`src/rtl/parking_pkg.sv`:
```
// Shared definitions for the gate lane scheduler: one-hot lane states and
// default sizing for the lot capacity, occupancy width and phase timeout.
package parking_pkg;

   typedef enum logic [3:0] {
      LIBRE      = 4'b0001,
      ESPERA_PIN = 4'b0010,
      ABIERTA    = 4'b0100,
      CIERRE     = 4'b1000
   } estado_t;

   localparam int CAPACIDAD_DEF = 8;
   localparam int OCC_W_DEF     = 4;
   localparam int TIMEOUT_DEF   = 15;
   localparam int TIMER_W       = 8;

endpackage

```
`src/rtl/gate_lane_scheduler_if.sv`:
```
// Lane bus between the gate controller and the surrounding lot hardware:
// requests and checker/sensor pulses flow in, grants and lot status flow out.
interface gate_lane_scheduler_if
   import parking_pkg::*;
#(
   parameter int OCC_W = OCC_W_DEF
);

   logic             req_entrada;
   logic             req_salida;
   logic             pin_ok;
   logic             pin_fail;
   logic             sensor_paso;
   logic             grant_entrada;
   logic             grant_salida;
   logic             senal_compuerta;
   logic [OCC_W-1:0] ocupacion;
   logic             lleno;
   logic             senal_alarma_timeout;

   modport master (
      output req_entrada, req_salida, pin_ok, pin_fail, sensor_paso,
      input  grant_entrada, grant_salida, senal_compuerta, ocupacion, lleno,
             senal_alarma_timeout
   );

   modport slave (
      input  req_entrada, req_salida, pin_ok, pin_fail, sensor_paso,
      output grant_entrada, grant_salida, senal_compuerta, ocupacion, lleno,
             senal_alarma_timeout
   );

endinterface

```
`src/rtl/parking_phase_timer.sv`:
```
// Phase timer: counts the cycles spent in a timed phase. The count is zero in
// the first cycle of a phase, so done rises in the TIMEOUT-th cycle.
module parking_phase_timer
   import parking_pkg::*;
#(
   parameter int TIMEOUT = TIMEOUT_DEF
) (
   input  logic clock,
   input  logic reset,
   input  logic clear,
   input  logic enable,
   output logic done
);

   localparam logic [TIMER_W-1:0] ULTIMO = TIMER_W'(TIMEOUT - 1);

   logic [TIMER_W-1:0] cuenta;

   // Clear has priority so every new phase starts counting from zero.
   always_ff @(posedge clock) begin
      if (reset) begin
         cuenta <= '0;
      end else if (clear) begin
         cuenta <= '0;
      end else if (enable) begin
         cuenta <= cuenta + 1'b1;
      end
   end

   assign done = (cuenta == ULTIMO);

endmodule

```
`src/rtl/gate_lane_scheduler.sv`:
```
// Shared-lane gate scheduler: arbitrates entry/exit vehicles round-robin,
// runs the PIN / barrier sequence and keeps the saturating occupancy count.
module gate_lane_scheduler
   import parking_pkg::*;
#(
   parameter int CAPACIDAD = CAPACIDAD_DEF,
   parameter int OCC_W     = OCC_W_DEF,
   parameter int TIMEOUT   = TIMEOUT_DEF
) (
   input  logic clock,
   input  logic reset,
   gate_lane_scheduler_if.slave bus
);

   localparam logic [OCC_W-1:0] CAP = OCC_W'(CAPACIDAD);

   estado_t          estado, estado_sig;
   logic             lado_entrada, lado_entrada_sig;
   logic             ultimo_entrada, ultimo_entrada_sig;
   logic [OCC_W-1:0] ocupacion, ocupacion_sig;
   logic             alarma, alarma_sig;
   logic             lleno;
   logic             elegible_entrada, elegible_salida;
   logic             timer_clear, timer_enable, timer_done;

   assign lleno            = (ocupacion == CAP);
   assign elegible_entrada = bus.req_entrada && !lleno;
   assign elegible_salida  = bus.req_salida && (ocupacion != '0);

   // The timer only runs while the FSM stays inside a timed phase; any
   // transition (including entry into a timed phase) restarts it.
   assign timer_enable = ((estado == ESPERA_PIN) || (estado == ABIERTA)) &&
                         (estado_sig == estado);
   assign timer_clear  = !timer_enable;

   parking_phase_timer #(
      .TIMEOUT (TIMEOUT)
   ) u_timer (
      .clock  (clock),
      .reset  (reset),
      .clear  (timer_clear),
      .enable (timer_enable),
      .done   (timer_done)
   );

   // State register; reset drops any in-flight count update and closes the gate.
   always_ff @(posedge clock) begin
      if (reset) begin
         estado         <= LIBRE;
         lado_entrada   <= 1'b0;
         ultimo_entrada <= 1'b0;
         ocupacion      <= '0;
         alarma         <= 1'b0;
      end else begin
         estado         <= estado_sig;
         lado_entrada   <= lado_entrada_sig;
         ultimo_entrada <= ultimo_entrada_sig;
         ocupacion      <= ocupacion_sig;
         alarma         <= alarma_sig;
      end
   end

   // Next-state logic: events beat the timeout, pin_fail beats pin_ok.
   always_comb begin
      estado_sig         = estado;
      lado_entrada_sig   = lado_entrada;
      ultimo_entrada_sig = ultimo_entrada;
      ocupacion_sig      = ocupacion;
      alarma_sig         = 1'b0;
      case (estado)
         LIBRE: begin
            if (elegible_entrada && (!elegible_salida || !ultimo_entrada)) begin
               estado_sig       = ESPERA_PIN;
               lado_entrada_sig = 1'b1;
            end else if (elegible_salida) begin
               estado_sig       = ABIERTA;
               lado_entrada_sig = 1'b0;
            end
         end
         ESPERA_PIN: begin
            if (bus.pin_fail) begin
               estado_sig = CIERRE;
            end else if (bus.pin_ok) begin
               estado_sig = ABIERTA;
            end else if (timer_done) begin
               estado_sig = CIERRE;
               alarma_sig = 1'b1;
            end
         end
         ABIERTA: begin
            if (bus.sensor_paso) begin
               estado_sig = CIERRE;
               if (lado_entrada) begin
                  if (ocupacion != CAP) begin
                     ocupacion_sig = ocupacion + 1'b1;
                  end
               end else begin
                  if (ocupacion != '0) begin
                     ocupacion_sig = ocupacion - 1'b1;
                  end
               end
            end else if (timer_done) begin
               estado_sig = CIERRE;
               alarma_sig = 1'b1;
            end
         end
         CIERRE: begin
            estado_sig         = LIBRE;
            ultimo_entrada_sig = lado_entrada;
         end
         default: begin
            estado_sig = LIBRE;
         end
      endcase
   end

   assign bus.grant_entrada        = (estado != LIBRE) && lado_entrada;
   assign bus.grant_salida         = (estado != LIBRE) && !lado_entrada;
   assign bus.senal_compuerta      = (estado == ABIERTA);
   assign bus.ocupacion            = ocupacion;
   assign bus.lleno                = lleno;
   assign bus.senal_alarma_timeout = alarma;

endmodule

```
`src/flat_wrapper.sv`:
```
// flat-port wrapper written by rule: the top's interface ports become plain ports
module gate_lane_scheduler_flat import parking_pkg::*;
#(
   parameter int CAPACIDAD = CAPACIDAD_DEF,
   parameter int OCC_W     = OCC_W_DEF,
   parameter int TIMEOUT   = TIMEOUT_DEF
)
  (clock, reset, bus_req_entrada, bus_req_salida, bus_pin_ok, bus_pin_fail, bus_sensor_paso, bus_grant_entrada, bus_grant_salida, bus_senal_compuerta, bus_ocupacion, bus_lleno, bus_senal_alarma_timeout);
  gate_lane_scheduler_if #(.OCC_W(OCC_W)) bus_i ();
  input  logic clock;
  input  logic reset;
  input wire logic [$bits(bus_i.req_entrada)-1:0] bus_req_entrada;
  input wire logic [$bits(bus_i.req_salida)-1:0] bus_req_salida;
  input wire logic [$bits(bus_i.pin_ok)-1:0] bus_pin_ok;
  input wire logic [$bits(bus_i.pin_fail)-1:0] bus_pin_fail;
  input wire logic [$bits(bus_i.sensor_paso)-1:0] bus_sensor_paso;
  output wire logic [$bits(bus_i.grant_entrada)-1:0] bus_grant_entrada;
  output wire logic [$bits(bus_i.grant_salida)-1:0] bus_grant_salida;
  output wire logic [$bits(bus_i.senal_compuerta)-1:0] bus_senal_compuerta;
  output wire logic [$bits(bus_i.ocupacion)-1:0] bus_ocupacion;
  output wire logic [$bits(bus_i.lleno)-1:0] bus_lleno;
  output wire logic [$bits(bus_i.senal_alarma_timeout)-1:0] bus_senal_alarma_timeout;
  assign bus_i.req_entrada = bus_req_entrada;
  assign bus_i.req_salida = bus_req_salida;
  assign bus_i.pin_ok = bus_pin_ok;
  assign bus_i.pin_fail = bus_pin_fail;
  assign bus_i.sensor_paso = bus_sensor_paso;
  assign bus_grant_entrada = bus_i.grant_entrada;
  assign bus_grant_salida = bus_i.grant_salida;
  assign bus_senal_compuerta = bus_i.senal_compuerta;
  assign bus_ocupacion = bus_i.ocupacion;
  assign bus_lleno = bus_i.lleno;
  assign bus_senal_alarma_timeout = bus_i.senal_alarma_timeout;
  gate_lane_scheduler #(.CAPACIDAD(CAPACIDAD), .OCC_W(OCC_W), .TIMEOUT(TIMEOUT)) u_core (.clock(clock), .reset(reset), .bus(bus_i));
endmodule
```
`config.mk`:
```
export PLATFORM = sky130hd
export DESIGN_NAME = gate_lane_scheduler_flat
export DESIGN_NICKNAME = d
export VERILOG_FILES = /design/src/rtl/parking_pkg.sv /design/src/rtl/gate_lane_scheduler_if.sv /design/src/rtl/parking_phase_timer.sv /design/src/rtl/gate_lane_scheduler.sv /design/src/flat_wrapper.sv
export SDC_FILE = /design/constraint.sdc
export NUM_CORES = 1
export LEC_CHECK = 0
export BUFFER_PORTS_ARGS = -buffer_cell sky130_fd_sc_hd__clkbuf_2
export CORE_ASPECT_RATIO = 0.5
export CORE_UTILIZATION = 42
export CTS_CLUSTER_SIZE = 25
export DETAILED_ROUTE_END_ITERATION = 10
export PLACE_DENSITY_LB_ADDON = 0.12
export SETUP_SLACK_MARGIN = 0.05
export SLEW_MARGIN = 5
export SYNTH_ARGS = -nofsm -noshare
export SYNTH_HDL_FRONTEND = slang
export SYNTH_HIERARCHICAL = 1
export SYNTH_SLANG_ARGS = --single-unit
```
`constraint.sdc`:
```
create_clock -name clock -period 4.5 [get_ports clock]
set_input_delay 0.45 -clock clock [delete_from_list [all_inputs] [get_ports clock]]
set_output_delay 0.45 -clock clock [all_outputs]
set_load 0.01 [all_outputs]
```
**After elaboration in Yosys (flattened, before gate mapping)**

Cells that the tools add are included.

- Bits in registers: 19
- Input port bits: 7
- Output and inout port bits: 9
- Logic and storage cells: 55

- Add/subtract/negate cells: 3
- Eq/ne operators: 10
- Multiplexer cells: 17
- Bitwise logic cells: 1
- Reductions and logical operators: 18

Operators with widths:

| kind | number |
|---|---|
| $mux 4 | 9 |
| $pmux 4 s3 | 1 |
| $add 8x1->8 const B | 1 |
| $eq 4x4->1 const B | 2 |
| $eq 8x4->1 const B | 1 |
| $logic_and 1x1->1 | 6 |
| $mux 1 | 6 |
| $add 4x1->4 const B | 1 |
| $eq 4x1->1 const B | 1 |
| $eq 4x2->1 const B | 1 |
| $eq 4x3->1 const B | 1 |
| $eq 4x4->1 | 1 |
| $logic_not 1->1 | 4 |
| $ne 4x1->1 const B | 1 |
| $ne 4x4->1 const B | 1 |
| $reduce_and 4->1 | 1 |
| $reduce_bool 2->1 | 2 |
| $reduce_bool 4->1 | 1 |
| $sub 4x1->4 const B | 1 |
| $logic_or 1x1->1 | 2 |
| $ne 2x2->1 const B | 1 |
| $pmux 1 s2 | 1 |
| $reduce_and 2->1 | 1 |
| $reduce_or 2->1 | 1 |
| $not 1->1 | 1 |

**Longest topological paths before layout**

- Depth in word-level cells: 11
- Depth in mapped cells: 12
- Depth with buffers taken out: 11

**Modules after synthesis**

Netlist, hierarchy kept.

By module, submodules not included:

| module | times used | cells each | area an instance (um^2) |
|---|---|---|---|
| gate_lane_scheduler | 1 | 81 | 708.2 |
| parking_phase_timer | 1 | 42 | 384.1 |

**Worst setup path after synthesis**

Ideal clock, no wire load.

- Path kind: register to register
- From: register u_core.u_timer.cuenta[0]
- To: register u_core.u_timer.cuenta[7]
- Setup time: 0.115 ns
- Arrival time: 2.195 ns
- Data required time: 4.385 ns
- Setup slack: 2.190 ns
- Cell stages (with the launch flop): 13
- Buffers on the path: 1
- Clock period less this slack: 2.310 ns
- Path through: dfxtp_1 -> inv_1 -> ha_1 -> nand4b_1 -> nor4_1 -> o21ba_2 -> o21ai_0 -> o21ai_0 -> a211oi_1 -> buf_2 -> nand4_4 -> o31a_1 -> o21a_1

- Cells in the longest elaborated chain, start to end: 9

Ends and longest elaborated chain:

| element | line | RTL |
|---|---|---|
| start: declaration | parking_phase_timer.sv:17 | `logic [TIMER_W-1:0] cuenta;` |
| start signal: assignment | parking_phase_timer.sv:26 | `cuenta <= cuenta + 1'b1;` |
| $eq 8x4->1 (*) | parking_phase_timer.sv:30 | `assign done = (cuenta == ULTIMO);` |
| net u_core.timer_done | gate_lane_scheduler.sv:24 | `logic timer_clear, timer_enable, timer_done;` |
| $mux 4 (*) | gate_lane_scheduler.sv:85, gate_lane_scheduler.sv:102 |  |
| $mux 4 | gate_lane_scheduler.sv:83 | `end else if (bus.pin_ok) begin` |
| $mux 4 | gate_lane_scheduler.sv:81 | `if (bus.pin_fail) begin` |
| $pmux 4 s3 (*) | gate_lane_scheduler.sv:70 | `case (estado)` |
| $eq 4x4->1 (*) | gate_lane_scheduler.sv:33 | `(estado_sig == estado);` |
| $logic_and 1x1->1 (*) | gate_lane_scheduler.sv:32 | `assign timer_enable = ((estado == ESPERA_PIN) \|\| (estado == ABIERTA)) &&` |
| net u_core.timer_enable | gate_lane_scheduler.sv:24 |  |
| $not 1->1 (no source line) (*) | n/a |  |
| $reduce_or 2->1 (no source line) (*) | n/a |  |

The timed path passes the listed nets; every way through them passes the cells marked *.
A chain may end at the register's enable or synchronous reset.

**Final worst setup path**

Ends and elaborated chain as after synthesis.

==> run_results.csv <==
group,metric,value,unit
yosys,syn-cell-area,0.00109,mm²
yosys,synth_edf_count,0,
yosys,synth_simple_gate_area_frac,0.270,
clock_network,htreeDepth,1,
worst_setup_path,r2r_end,"u_core/u_timer/cuenta[7]",
timing,hold_viol,0,
worst_setup_path,start_kind,"flop",
run,cap_violations,0,
clock_network,clock_tree.root_cell,"clkbuf_8",
final_layout,diodes,0,
timing,drv_slew,0,
power,power,0.319,mW
worst_setup_path,path_class,"reg -> reg",
final_layout,layout_common_cells,"19 x dfxtp_1, 16 x nor2_1, 15 x clkbuf_2",
worst_setup_path,r2r_start,"u_core/u_timer/cuenta[0]",
routing,via_count,916,
placement,gp_congestion,0.748,
yosys,async_flop_share,0,
floorplan,coreArea,0.00233,mm²
placement,dp_hpwl,1600,µm
yosys,synth_top_family_by_area,"simple AND/OR/NAND/NOR gates",
clock_network,cts_buffers,3,
grt,grt_pass1_wl,3650,µm
yosys,yosysWarnings,6,
final_layout,seq_area,380,µm²
final_layout,fin_util,0.534,
power,p_sw,0.0756,mW
yosys,synth.net_count,135,
clock_network,clock_latency,260,ps
grt,antenna_found_initial,0,
grt,first_global_vias,803,
power,swShare,0.237,
yosys,synth_compound_area_frac,0.195,
clock_network,clock_path_buffers,2,
floorplan,num_rows,12,
timing,rsz0062_at_grt,"no",
clock_network,path_clk_slew,70,ps
yosys,synth.largest_area_cell,"dfxtp_1",
clock_network,ctsResizeCount,0,
timing,tightestPinTransition,792,ps
routing,vias_per_cell,5.29,
yosys,synth.avg_cell_area,8.88,µm²
worst_setup_path,worst-endpoint-arrival,2620,ps
run_status,status,"finished clean",
routing,antenna_left,0,
yosys,ys_types,45,
timing,slew_headroom,0.464,
timing,fmax,405,MHz
final_layout,drive_gt1_frac,0.217,
yosys,yosys.area_share.adder,0.0641,
final_layout,final_nets,151,
power,pwr-share-clk,0.372,
routing,drt_pass1_iterations,4,
grt,grt_usage,0.178,
routing,wire_per_inst,12.2,µm
grt,grt_max_degree,15,
grt,grt-ovfl-total,0,
power,p_int,0.244,mW
worst_setup_path,rr_worst_depth,12,
power,seqPwrFrac,0.545,
final_layout,multi_input_area,659,µm²
routing,routed_wl,2120,µm
final_layout,fillers,226,
yosys,ys.flop_type,"dfxtp_1",
final_layout,final_common_cell,"dfxtp_1",
timing,finalSetupViolCount,0,
yosys,synthDominantCellAreaShare,0.348,
yosys,synthMuxAreaShare,0.0183,
worst_setup_path,cp-end-kind,"flop",
routing,detail_route.iter0.violations,48,
yosys,ys_top_cells_by_area,"dfxtp_1 35%, nor2_1 5.5%, xor2_1 4.8%",
timing,fin_crit_sh,0.549,
yosys,netlist_instances,123,
yosys,seq_area_frac_synth,0.348,
routing,drc_errors,0,
power,p_leak,0.499,nW
floorplan,die-area,0.00282,mm²
clock_network,post_cts_buffers,0,
power,comb_power_share,0.084,
worst_setup_path,cp_max_fo,7,
timing,setup-tns-final,0,ps
clock_network,numClockSinks,19,
worst_setup_path,startpoint,"u_core/u_timer/cuenta[0]",
power,power_density,257,mW/mm²
yosys,synth-seq-cells,19,
clock_network,cts_tree,"yes",
worst_setup_path,cp.required,4660,ps
clock_network,postCtsHoldBufs,0,
placement,portBuffers,15,
floorplan,die_h,38.1,µm
timing,period_needed,2470,ps
power,peakVddDrop,0.162,mV
yosys,synthXorXnorAreaFrac,0.0561,
floorplan,initial_core_util,0.469,
worst_setup_path,worstSetupEndpoint,"u_core/u_timer/cuenta[7]",
timing,skew,2.44,ps
floorplan,ios,16,
worst_setup_path,reg2reg_slack,2030,ps
worst_hold_path,holdCritPathClass,"reg -> reg",
floorplan,dieWidth,74.1,µm
final_layout,area_growth,13.7,%
[synthesized netlist by cell type, types with 2 or more instances]
cell and instances:
clkbuf_1 3, nand2_1 8, or3_1 3, buf_2 2
ha_1 4, nor4_1 2, nand4_1 3, o21ai_0 4
mux2i_1 2, nand3_1 3, inv_1 7, nor2_1 16
nor3_1 2, xor2_1 6, a2111oi_0 2, a21oi_1 8
a211oi_1 2, dfxtp_1 19
[per-stage QoR]
step | setup WS, ps | hold slack, ps | cells | instance area [µm²]
after floorplan | 2190 | 467 | 123 | 1090
after global placement | 2110 | 491 | 169 | 1200
after detailed placement | 2020 | 505 | 169 | 1200
after CTS | 2010 | 504 | 173 | 1240
after global routing | 1790 | 515 | 173 | 1240
final | 2030 | 514 | 173 | 1240
[power by group through the flow]
stage | combinational (mW) | sequential, mW | clock [mW]
after floorplan | 0.0190 | 0.176 | 0
after global placement | 0.0267 | 0.178 | 0
after detailed placement | 0.0268 | 0.178 | 0
after CTS | 0.0269 | 0.174 | 0.123
after global routing | 0.0296 | 0.174 | 0.133
final | 0.0267 | 0.174 | 0.119
[how the worst min path moves through the flow]
stage                                         from                        to  cells after the start
final                     u_core/u_timer/cuenta[6]  u_core/u_timer/cuenta[6]                      2
after floorplan              u_core/ultimo_entrada     u_core/ultimo_entrada                      2
after CTS                          bus_req_entrada       u_core/lado_entrada                      3
after detailed placement  u_core/u_timer/cuenta[6]  u_core/u_timer/cuenta[6]                      2
after global routing               bus_req_entrada       u_core/lado_entrada                      3
after global placement       u_core/ultimo_entrada     u_core/ultimo_entrada                      2
[worst max-delay path, cell delays in order, from the launching register on]
cell and delay, ps:
dfxtp_1 420, inv_1 70, ha_1 190, nand4b_1 80, nor4_1 80, o21ba_2 220
o21ai_0 120, o21ai_0 150, a211oi_1 240, buf_4 200, nand4_4 110, o31a_1 310
o21a_1 170
[cell families (layout without fill, tap and decap cells)]
logic type	after synthesis	count (layout)
AOI/OAI and AO/OA	27	27
adders and majority gates	5	5
and+or+nand+nor	50	50
buffers and inverters	13	28
DFF	19	19
xor gates and xnor gates	7	7
muxes	2	2
[state kept, by name (all words and copies together) (netlist names)]
name and count:
u_core/ultimo_entrada 1, u_core/lado_entrada 1, u_core/bus.ocupacion 4, u_core/bus.senal_alarma_timeout 1, u_core/u_timer/cuenta 8, u_core/estado 4
[layer usage]
metal  global-route usage  up-vias  share of wire
met3               0.0632        2          0.045
li1                     -      480              -
met5                    0        -              0
met4               0.0288        0         0.0047
met2                0.300       13           0.41
met1                0.224      421           0.54
[layout make-up]
class	count	share of cell area
flip-flops and latches	19	0.306
inverters	8	0.0252
clock buffers	4	0.0363
repair buffers	16	0.0665
well taps	35	0.0352
multi-input cells	91	0.531
(Power assumes the default switching activity.)
